==> src/rtl/pvc_allocator_pkg.sv <==
// rtl/pvc_allocator_pkg.sv - shared arbitration encodings and width helper for the VC allocator
package pvc_allocator_pkg;

  localparam int ARB_RR    = 0;  // rotating priority
  localparam int ARB_FIXED = 1;  // lowest index always wins

  // Width of an index into n entries, never narrower than one bit.
  function automatic int idw(input int n);
    return (n > 1) ? $clog2(n) : 1;
  endfunction

endpackage

==> src/rtl/rr_arbiter.sv <==
// rtl/rr_arbiter.sv - one-hot arbiter with rotating or fixed priority
// Ports:
//   clk, rstn  : clock, asynchronous active-low reset
//   req        : request vector (LEN bits)
//   update     : the grant was consumed; rotate priority past the winner
//   grant      : combinational one-hot grant, zero when no request
module rr_arbiter
  import pvc_allocator_pkg::*;
#(
  parameter int LEN  = 4,
  parameter int MODE = ARB_RR
) (
  input  logic           clk,
  input  logic           rstn,
  input  logic [LEN-1:0] req,
  input  logic           update,
  output logic [LEN-1:0] grant
);

  localparam int  PW     = (LEN > 1) ? $clog2(LEN) : 1;
  localparam bit  ROTATE = (MODE != ARB_FIXED);

  logic [PW-1:0] ptr;
  logic [PW-1:0] win;
  logic          found;
  int            d;
  int            best_d;

  // Winner is the requester at the smallest cyclic distance from ptr.
  always_comb begin
    found  = 1'b0;
    win    = '0;
    best_d = LEN;
    d      = 0;
    grant  = '0;
    for (int j = 0; j < LEN; j++) begin
      if (req[j]) begin
        d = (j >= int'(ptr)) ? (j - int'(ptr)) : (j + LEN - int'(ptr));
        if (d < best_d) begin
          best_d = d;
          win    = PW'(j);
          found  = 1'b1;
        end
      end
    end
    for (int j = 0; j < LEN; j++) begin
      grant[j] = found && (int'(win) == j);
    end
  end

  // In fixed mode the pointer never leaves 0.
  always_ff @(posedge clk or negedge rstn) begin
    if (!rstn) begin
      ptr <= '0;
    end else if (update && ROTATE) begin
      ptr <= (int'(win) == LEN - 1) ? '0 : win + PW'(1);
    end
  end

endmodule

==> src/rtl/pvc_allocator.sv <==
// rtl/pvc_allocator.sv - two-stage separable virtual-channel allocator with ownership tracking
// Ports:
//   clk, rstn       : clock, asynchronous active-low reset
//   vc_req          : bit [i*NUM_OUT+o] = input VC i wants output VC o
//   out_vc_release  : per output VC pulse freeing it (tail flit sent)
//   vc_grant        : combinational, input VC i allocated this cycle
//   vc_sel          : combinational one-hot row per input, granted output VC
//   out_vc_busy     : registered, output VC owned
//   out_vc_owner    : registered owner index per output VC (0 when free)
//   in_vc_alloc     : registered, input VC holds an output VC
module pvc_allocator
  import pvc_allocator_pkg::*;
#(
  parameter int   NUM_IN   = 5,
  parameter int   NUM_OUT  = 5,
  parameter int   ARB_MODE = ARB_RR,
  localparam int  IDW      = idw(NUM_IN)
) (
  input  logic                       clk,
  input  logic                       rstn,
  input  logic [NUM_IN*NUM_OUT-1:0]  vc_req,
  input  logic [NUM_OUT-1:0]         out_vc_release,
  output logic [NUM_IN-1:0]          vc_grant,
  output logic [NUM_IN*NUM_OUT-1:0]  vc_sel,
  output logic [NUM_OUT-1:0]         out_vc_busy,
  output logic [NUM_OUT*IDW-1:0]     out_vc_owner,
  output logic [NUM_IN-1:0]          in_vc_alloc
);

  logic [NUM_IN*NUM_OUT-1:0] s1_req;   // input-major
  logic [NUM_IN*NUM_OUT-1:0] s1_gnt;   // input-major
  logic [NUM_OUT*NUM_IN-1:0] s2_req;   // output-major
  logic [NUM_OUT*NUM_IN-1:0] s2_gnt;   // output-major
  logic [NUM_OUT-1:0]        s2_upd;

  logic [NUM_OUT-1:0]        busy_n;
  logic [NUM_OUT*IDW-1:0]    owner_n;
  logic [NUM_IN-1:0]         alloc_n;

  // A request counts only if the output is free and the input holds nothing.
  always_comb begin
    s1_req = '0;
    for (int i = 0; i < NUM_IN; i++) begin
      s1_req[i*NUM_OUT +: NUM_OUT] = vc_req[i*NUM_OUT +: NUM_OUT] & ~out_vc_busy
                                     & {NUM_OUT{~in_vc_alloc[i]}};
    end
  end

  for (genvar gi = 0; gi < NUM_IN; gi++) begin : g_s1
    rr_arbiter #(.LEN(NUM_OUT), .MODE(ARB_MODE)) u_arb (
      .clk    (clk),
      .rstn   (rstn),
      .req    (s1_req[gi*NUM_OUT +: NUM_OUT]),
      .update (vc_grant[gi]),
      .grant  (s1_gnt[gi*NUM_OUT +: NUM_OUT])
    );
  end

  // Stage 2 sees, per output, the inputs whose stage-1 pick was that output.
  always_comb begin
    s2_req = '0;
    for (int o = 0; o < NUM_OUT; o++) begin
      for (int i = 0; i < NUM_IN; i++) begin
        s2_req[o*NUM_IN + i] = s1_gnt[i*NUM_OUT + o];
      end
    end
  end

  for (genvar go = 0; go < NUM_OUT; go++) begin : g_s2
    assign s2_upd[go] = rstn && (|s2_gnt[go*NUM_IN +: NUM_IN]);
    rr_arbiter #(.LEN(NUM_IN), .MODE(ARB_MODE)) u_arb (
      .clk    (clk),
      .rstn   (rstn),
      .req    (s2_req[go*NUM_IN +: NUM_IN]),
      .update (s2_upd[go]),
      .grant  (s2_gnt[go*NUM_IN +: NUM_IN])
    );
  end

  // Final grants are forced quiet while reset is held.
  always_comb begin
    vc_sel   = '0;
    vc_grant = '0;
    for (int i = 0; i < NUM_IN; i++) begin
      for (int o = 0; o < NUM_OUT; o++) begin
        vc_sel[i*NUM_OUT + o] = rstn && s2_gnt[o*NUM_IN + i];
      end
      vc_grant[i] = |vc_sel[i*NUM_OUT +: NUM_OUT];
    end
  end

  // Releases and grants never touch the same output or input in one cycle:
  // a releasing output is still busy and its owner is still allocated.
  always_comb begin
    busy_n  = out_vc_busy;
    owner_n = out_vc_owner;
    alloc_n = in_vc_alloc;
    for (int o = 0; o < NUM_OUT; o++) begin
      if (out_vc_release[o] && out_vc_busy[o]) begin
        busy_n[o]                  = 1'b0;
        owner_n[o*IDW +: IDW]      = '0;
        alloc_n[out_vc_owner[o*IDW +: IDW]] = 1'b0;
      end
    end
    for (int i = 0; i < NUM_IN; i++) begin
      for (int o = 0; o < NUM_OUT; o++) begin
        if (vc_sel[i*NUM_OUT + o]) begin
          busy_n[o]             = 1'b1;
          owner_n[o*IDW +: IDW] = IDW'(i);
          alloc_n[i]            = 1'b1;
        end
      end
    end
  end

  always_ff @(posedge clk or negedge rstn) begin
    if (!rstn) begin
      out_vc_busy  <= '0;
      out_vc_owner <= '0;
      in_vc_alloc  <= '0;
    end else begin
      out_vc_busy  <= busy_n;
      out_vc_owner <= owner_n;
      in_vc_alloc  <= alloc_n;
    end
  end

endmodule

==> config.mk <==
export PLATFORM = sky130hd
export DESIGN_NAME = pvc_allocator
export DESIGN_NICKNAME = d
export VERILOG_FILES = /design/src/rtl/pvc_allocator_pkg.sv /design/src/rtl/rr_arbiter.sv /design/src/rtl/pvc_allocator.sv
export SDC_FILE = /design/constraint.sdc
export NUM_CORES = 1
export LEC_CHECK = 0
export CAP_MARGIN = 20
export CORE_ASPECT_RATIO = 1.4
export CORE_MARGIN = 10
export CORE_UTILIZATION = 64
export DETAILED_ROUTE_END_ITERATION = 10
export PLACE_DENSITY = 0.84
export SYNTH_ARGS = -nofsm -noshare
export SYNTH_HDL_FRONTEND = slang
export SYNTH_SLANG_ARGS = --single-unit
==> constraint.sdc <==
create_clock -name clk -period 29.7 [get_ports clk]
set_input_delay 5.94 -clock clk [delete_from_list [all_inputs] [get_ports clk]]
set_output_delay 5.94 -clock clk [all_outputs]
set_load 0.01 [all_outputs]
# --- Word-level counts from Yosys, hierarchy flattened ---
# Cells that the tools add are included.
# Widths: inputs -> output; s select.
op_classes:
  add_sub_neg: 110
  magnitude_cmp: 110
  eq_ne: 40
  muxes: 420
  n_bitwise: 26
  n_reduce_logical: 115
op_table:
  columns: ["operator", "count"]
  rows:
  - ["$mux 32", 130]
  - ["$lt 32x32->1", 40]
  - ["$mux 3", 110]
  - ["$lt 32x4->1 const B", 10]
  - ["$mux 1", 170]
  - ["$sub 3x3->4 const A", 40]
  - ["$sub 4x3->5 const A", 20]
  - ["$eq 3x3->1 const B", 30]
  - ["$logic_and 1x1->1", 90]
  - ["$sub 1x3->4 const A", 20]
  - ["$sub 2x3->4 const A", 20]
  - ["$and 5x5->5", 15]
  - ["$ge 1x3->1 const A", 20]
  - ["$ge 2x3->1 const A", 20]
  - ["$reduce_or 5->1", 10]
  - ["$add 3x1->3 const B", 10]
  - ["$eq 3x2->1 const B", 10]
  - ["$ge 3x3->1 const A", 10]
  - ["$logic_not 3->1", 10]
  - ["$not 5->5", 6]
  - ["$reduce_bool 6->1", 5]
  - ["$mux 5", 5]
  - ["$lt 3x4->1 const B", 5]
  - ["$demux 1 s3", 5]
  - ["other kinds (2)", 10]
word_totals:
  ff_bits: 55
  input_bits: 32
  out_inout_bits: 55

# --- Logic depth before layout (Yosys ltp) ---
depth:
  depth_word: 40
  mapped_depth: 89
  mapped_depth_nobuf: 85

# --- Cells and area by module ---
# A second synthesis with hierarchy kept.
unflattened:
  hier_cells: 2079
  hier_area_um2: 16450.8
by_module_without_submodules:
  columns: ["module", "instances", "cells_each", "area_each_um2", "seq_area_each_um2"]
  rows:
  - ["rr_arbiter at g_s1[4].u_arb ...", 5, 187, 1485.2, 75.1]
  - ["rr_arbiter at g_s1[0].u_arb ...", 5, 186, 1423.9, 75.1]
  - ["pvc_allocator", 1, 214, 1905.6, 625.6]

# --- Worst setup path after synthesis ---
# OpenSTA, ideal clock, no wires.
synth_timing:
  path_type: "in2out"
  from: "in vc_req[0]"
  to: "out vc_grant[3]"
  arrival_ns: 20.687
  required_time_ns: 23.760
  path_slack_ns: 3.073
  path_stages: 79
  path_buffers: 5
  path_cell_list: "and3_1 -> clkbuf_1 -> nor2b_1 -> inv_1 -> ha_1 -> nand2_1 -> a21oi_1 -> nor2_1 -> o21ai_0 -> mux2_2 -> inv_1 -> ha_1 -> o21ai_0 -> a21oi_1 -> inv_1 -> o21ai_0 -> inv_1 -> nor2_1 -> (+43 left out) -> nand2_1 -> nand2_1 -> a311oi_1 -> nand3_1 -> o21ai_0 -> ha_1 -> a21oi_1 -> o211ai_1 -> o21ai_0 -> nand3_1 -> nor2_1 -> a21oi_1 -> ha_1 -> ha_1 -> and3_1 -> or3b_1 -> buf_2 -> buf_4"
synth_via:
  elab_chain_len: 34
  word_cells_on_any_way: 196
  cone_classes: "24 x order compare; 9 x eq/ne; 144 x mux; 2 x bitwise; 17 x reduce/logical"
synth_rtl:
  columns: ["element", "line", "source"]
  rows:
  - ["start, declared", "pvc_allocator.sv:21", "input logic [NUM_IN*NUM_OUT-1:0] vc_req,"]
  - ["$and 5x5->5 *", "pvc_allocator.sv:44", "s1_req[i*NUM_OUT +: NUM_OUT] = vc_req[i*NUM_OUT +: NUM_OUT] & ~out_vc_busy"]
  - ["$and 5x5->5 *", "pvc_allocator.sv:45", "& {NUM_OUT{~in_vc_alloc[i]}};"]
  - ["$mux 32", "rr_arbiter.sv:37", "if (req[j]) begin"]
  - ["$lt 32x32->1", "rr_arbiter.sv:39", "if (d < best_d) begin"]
  - ["$mux 32", "rr_arbiter.sv:39", null]
  - ["$mux 32", "rr_arbiter.sv:37", null]
  - ["$lt 32x32->1", "rr_arbiter.sv:39", null]
  - ["$mux 32", "rr_arbiter.sv:39", null]
  - ["(+19 left out)", null, null]
  - ["$lt 32x32->1", "rr_arbiter.sv:39", null]
  - ["$mux 3", "rr_arbiter.sv:39", null]
  - ["$mux 3", "rr_arbiter.sv:37", null]
  - ["$eq 3x3->1", "rr_arbiter.sv:47", "grant[j] = found && (int'(win) == j);"]
  - ["$logic_and 1x1->1 *", "rr_arbiter.sv:47", null]
  - ["$logic_and 1x1->1 *", "pvc_allocator.sv:86", "vc_sel[i*NUM_OUT + o] = rstn && s2_gnt[o*NUM_IN + i];"]
  - ["net vc_sel[17]", "pvc_allocator.sv:24", "output logic [NUM_IN*NUM_OUT-1:0] vc_sel,"]
  - ["$reduce_or 5->1 *", "pvc_allocator.sv:88", "vc_grant[i] = |vc_sel[i*NUM_OUT +: NUM_OUT];"]
  - ["end, declared", "pvc_allocator.sv:23", "output logic [NUM_IN-1:0] vc_grant,"]
# The timed path passes the listed nets; every way through them passes the cells marked *.

# --- Worst setup path in the final report ---
layout_timing:
  from: "in vc_req[0]"
  to: "out vc_grant[3]"
layout_via:
  elab_chain_len: 34
  word_cells_on_any_way: 196
  cone_classes: "24 x order compare; 9 x eq/ne; 144 x mux; 2 x bitwise; 17 x reduce/logical"
layout_rtl:
  columns: ["element", "line"]
  rows:
  - ["$and 5x5->5 *", "pvc_allocator.sv:44"]
  - ["$and 5x5->5 *", "pvc_allocator.sv:45"]
  - ["$mux 32", "rr_arbiter.sv:37"]
  - ["$lt 32x32->1", "rr_arbiter.sv:39"]
  - ["$mux 32", "rr_arbiter.sv:39"]
  - ["$mux 32", "rr_arbiter.sv:37"]
  - ["$lt 32x32->1", "rr_arbiter.sv:39"]
  - ["$mux 32", "rr_arbiter.sv:39"]
  - ["(+18 left out)", null]
  - ["$mux 32", "rr_arbiter.sv:37"]
  - ["$lt 32x32->1", "rr_arbiter.sv:39"]
  - ["$mux 3", "rr_arbiter.sv:39"]
  - ["$mux 3", "rr_arbiter.sv:37"]
  - ["$eq 3x3->1", "rr_arbiter.sv:47"]
  - ["$logic_and 1x1->1", "rr_arbiter.sv:47"]
  - ["$logic_and 1x1->1", "pvc_allocator.sv:86"]
  - ["$reduce_or 5->1 *", "pvc_allocator.sv:88"]
# Every way passes the cells marked *; elsewhere a longest branch is shown, timed or not.

==> key figures <==
Timing
  • Max Freq: 0.0350 GHz
  • Clock Skew: 11.4 ps
  • Crit share post-route: 96.2%
  • Setup-failing EPs final: 0
  • Final Hold Fails: 0
  • Actual transition at the worst max-transition pin: 1060 ps
  • Final hold slack: 588 ps
  • Fin. max-slew vios: 0
  • Headroom to the max-slew limit: 28.6%
  • RSZ-0062 raised after global routing: no
  • Final min period: 28580 ps

Clock tree
  • CTS clk-pin slew, worst paths: 80 ps
  • Clock Latency Late Sink: 320 ps
  • H-tree levels: 2
  • Post-CTS Hold Fix Bufs: 0
  • CTS tree: yes
  • CTS max path bufs: 2
  • Cts bufs inserted: 5
  • Clk sink count: 55
  • Root Buffer Master: clkbuf_16

Yosys
  • Register area share after synthesis: 8.62%
  • Synth Instances: 2091
  • Synth Warn #: 0
  • Main synth FF type: dfrtp_1
  • Syn Nets: 2471
  • Post-synth EDFFs: 0
  • Mean Syn Cell Area: 7.63 µm²
  • Distinct cell type count after synthesis: 109
  • Synthesized area: 0.0160 mm²
  • Asr flop ratio synth: 100%
  • Seq cells post-synth: 55

Placed design
  • DP HPWL: 40800 µm
  • Final GP Congestion: 1.03
  • Port Buf Inserts: 86

Setup path
  • Worst r2r src: g_s1[0].u_arb.ptr[0]
  • Crit path from: vc_req[0]
  • CP Data Arrival Time: 22640 ps
  • Crit Path Max Fanout: 11
  • Crit-path max cell delay: 650 ps
  • CP max-delay cell: o31ai_2
  • Worst Path Class, Setup: input pin to output pin
  • Critical Path Sink Type: output pin
  • Worst Setup Start Kind: input pin
  • CP required: 23760 ps

Global route
  • Vias in the first global route: 15600
  • Largest net degree at the start of global routing: 57
  • Gr ovfl total: 0
  • Initial antenna violation count: 1
  • GRT Overall Usage: 29.7%
  • First-pass GRT wire length: 78800 µm

Floorplan
  • I/O pin cnt: 87
  • Die width: 153 µm
  • Die height: 207 µm
  • Core area: 0.0246 mm²
  • Die Area: 0.0317 mm²
  • Num rows: 68
  • Initial Util: 64.9%

Route
  • Vias per cell: 6.59
  • Via count: 16200
  • Wire length per cell: 20.2 µm
  • DRT antenna net count: 0
  • DRC errors left: 0
  • Final wirelength: 49600 µm
  • DR iter-0 viols: 1398
  • First-pass DRT Iterations: 7

Min path
  • Min-delay src: out_vc_busy[0]
  • HP Class: flop to flop

Cells and area
  • Most frequent cells in the layout: ha_1 (348), nand2_1 (228), inv_1 (196)
  • P&R area growth vs syn: 8.32%
  • Commonest non-fill, non-tap cell in the layout: ha_1
  • Antenna fix cells: 0
  • Proportion of layout cells with a drive suffix above 1: 7.09%
  • Final net count: 2523
  • Fill count: 2111

Run status
  • Status: finished clean

Job
  • Max Cap Viol: 0
-- worst max-delay path, delay by kind of cell --
kind,cells,cell delay [ps]
muxes,1,390
AOI/OAI and AO/OA,23,5790
adders and majority gates,10,2640
buffers and inverters,7,1520
and+or+nand+nor,27,6310
-- final timing paths --
kind	endpoint	slack, ps	cells past startpoint
worst max-delay path	vc_grant[3]	1120	68
worst min-delay path	out_vc_busy[0]	590	2
worst max register to register	g_s1[0].u_arb.ptr[2]	12420	77
worst min register to register	out_vc_busy[0]	590	2
max in group asynchronous	out_vc_busy[1]	23210	2
min in group asynchronous	g_s1[2].u_arb.ptr[0]	5530	1
-- what timing repair did --
| action | CTS | global route |
|---|---|---|
| pin swaps | 0 | 3 |
| buffers inserted | 0 | 5 |
| setup endpoints to repair | 1 | 28 |
| hold endpoints to repair | 0 | 0 |
| resized for setup | 2 | 22 |
-- synthesized netlist by cell type (7+ instances only) --
master / instances / area (µm²)
ha_1: 348 / 4350
nand2_1: 228 / 856
inv_1: 196 / 736
o21ai_0: 140 / 701
nor2_1: 133 / 499
a21oi_1: 111 / 556
mux2i_1: 61 / 611
dfrtp_1: 55 / 1380
and2_1: 48 / 300
mux2_2: 45 / 507
nor3_1: 45 / 225
nand3_1: 43 / 215
a21o_1: 35 / 263
clkbuf_1: 31 / 116
a211oi_1: 28 / 210
and3_1: 28 / 175
nor2b_1: 28 / 175
o21a_1: 28 / 210
a31oi_1: 25 / 156
o211ai_1: 23 / 173
or3_1: 22 / 138
nand2b_1: 21 / 131
xor2_1: 21 / 184
a211o_1: 19 / 166
o22ai_1: 19 / 119
nor4_1: 15 / 93.8
xnor2_1: 15 / 131
mux2_1: 11 / 124
nor3b_1: 11 / 82.6
or2_2: 11 / 68.8
buf_4: 10 / 75.1
nand4_1: 10 / 62.6
o211a_1: 10 / 100
buf_2: 9 / 45.0
o31ai_1: 9 / 67.6
a22oi_1: 8 / 60.1
o21ai_1: 8 / 40.0
a21boi_0: 7 / 52.6
a31o_2: 7 / 61.3
o21bai_1: 7 / 52.6
-- registers in the layout (all words and copies together), names as in the netlist --
name and count:
g_s2.u_arb.ptr 15, out_vc_busy 5, out_vc_owner 15, in_vc_alloc 5, g_s1.u_arb.ptr 15
-- per-layer routing --
layer,share of wire (%),up-vias,global-route usage [%]
li1,-,7685,-
met1,38,7621,33.1
met2,47,728,52.0
met3,8.0,176,5.83
met4,6.4,2,16.8
met5,0.020,-,0
-- stage by stage --
step           setup WS (ps)  util (%)  TNS, ps  instance area [µm²]  cells
6_report                1120      70.3        0                17300   2459
5_1_grt                 6.22      70.3        0                17300   2459
4_1_cts                 51.1      69.8        0                17200   2454
3_5_place_dp           -25.0      69.1    -25.0                17000   2446
3_3_place_gp             457      69.1        0                17000   2446
2_1_floorplan           3070         -        0                16000   2091
-- cell families (layout without fill, tap and decap cells) --
kind of cell | count (synthesis) | in the layout | synth area share [%]
AND/OR/NAND/NOR | 698 | 698 | 22.5
AO/OA/AOI/OAI | 580 | 580 | 25.2
adder cells (fa/ha/maj) | 348 | 348 | 27.3
buffers and inverters | 254 | 307 | 6.37
multiplexers | 120 | 120 | 8.06
flip-flops | 55 | 55 | 8.62
XOR/XNOR | 36 | 36 | 1.98
-- cell type report --
type                    instances  area, µm²  area share, %
inverters                     202        758           4.39
flip-flops and latches         55       1380           7.96
clock buffers                   5        125          0.724
clock inverters                 3       31.3          0.181
multi-input cells            1782      13700           79.0
repair buffers                 97        941           5.44
well taps                     315        394           2.28
Power is not shown: default switching activity piles up to over one toggle a cycle in this logic, so the estimate is an artifact.
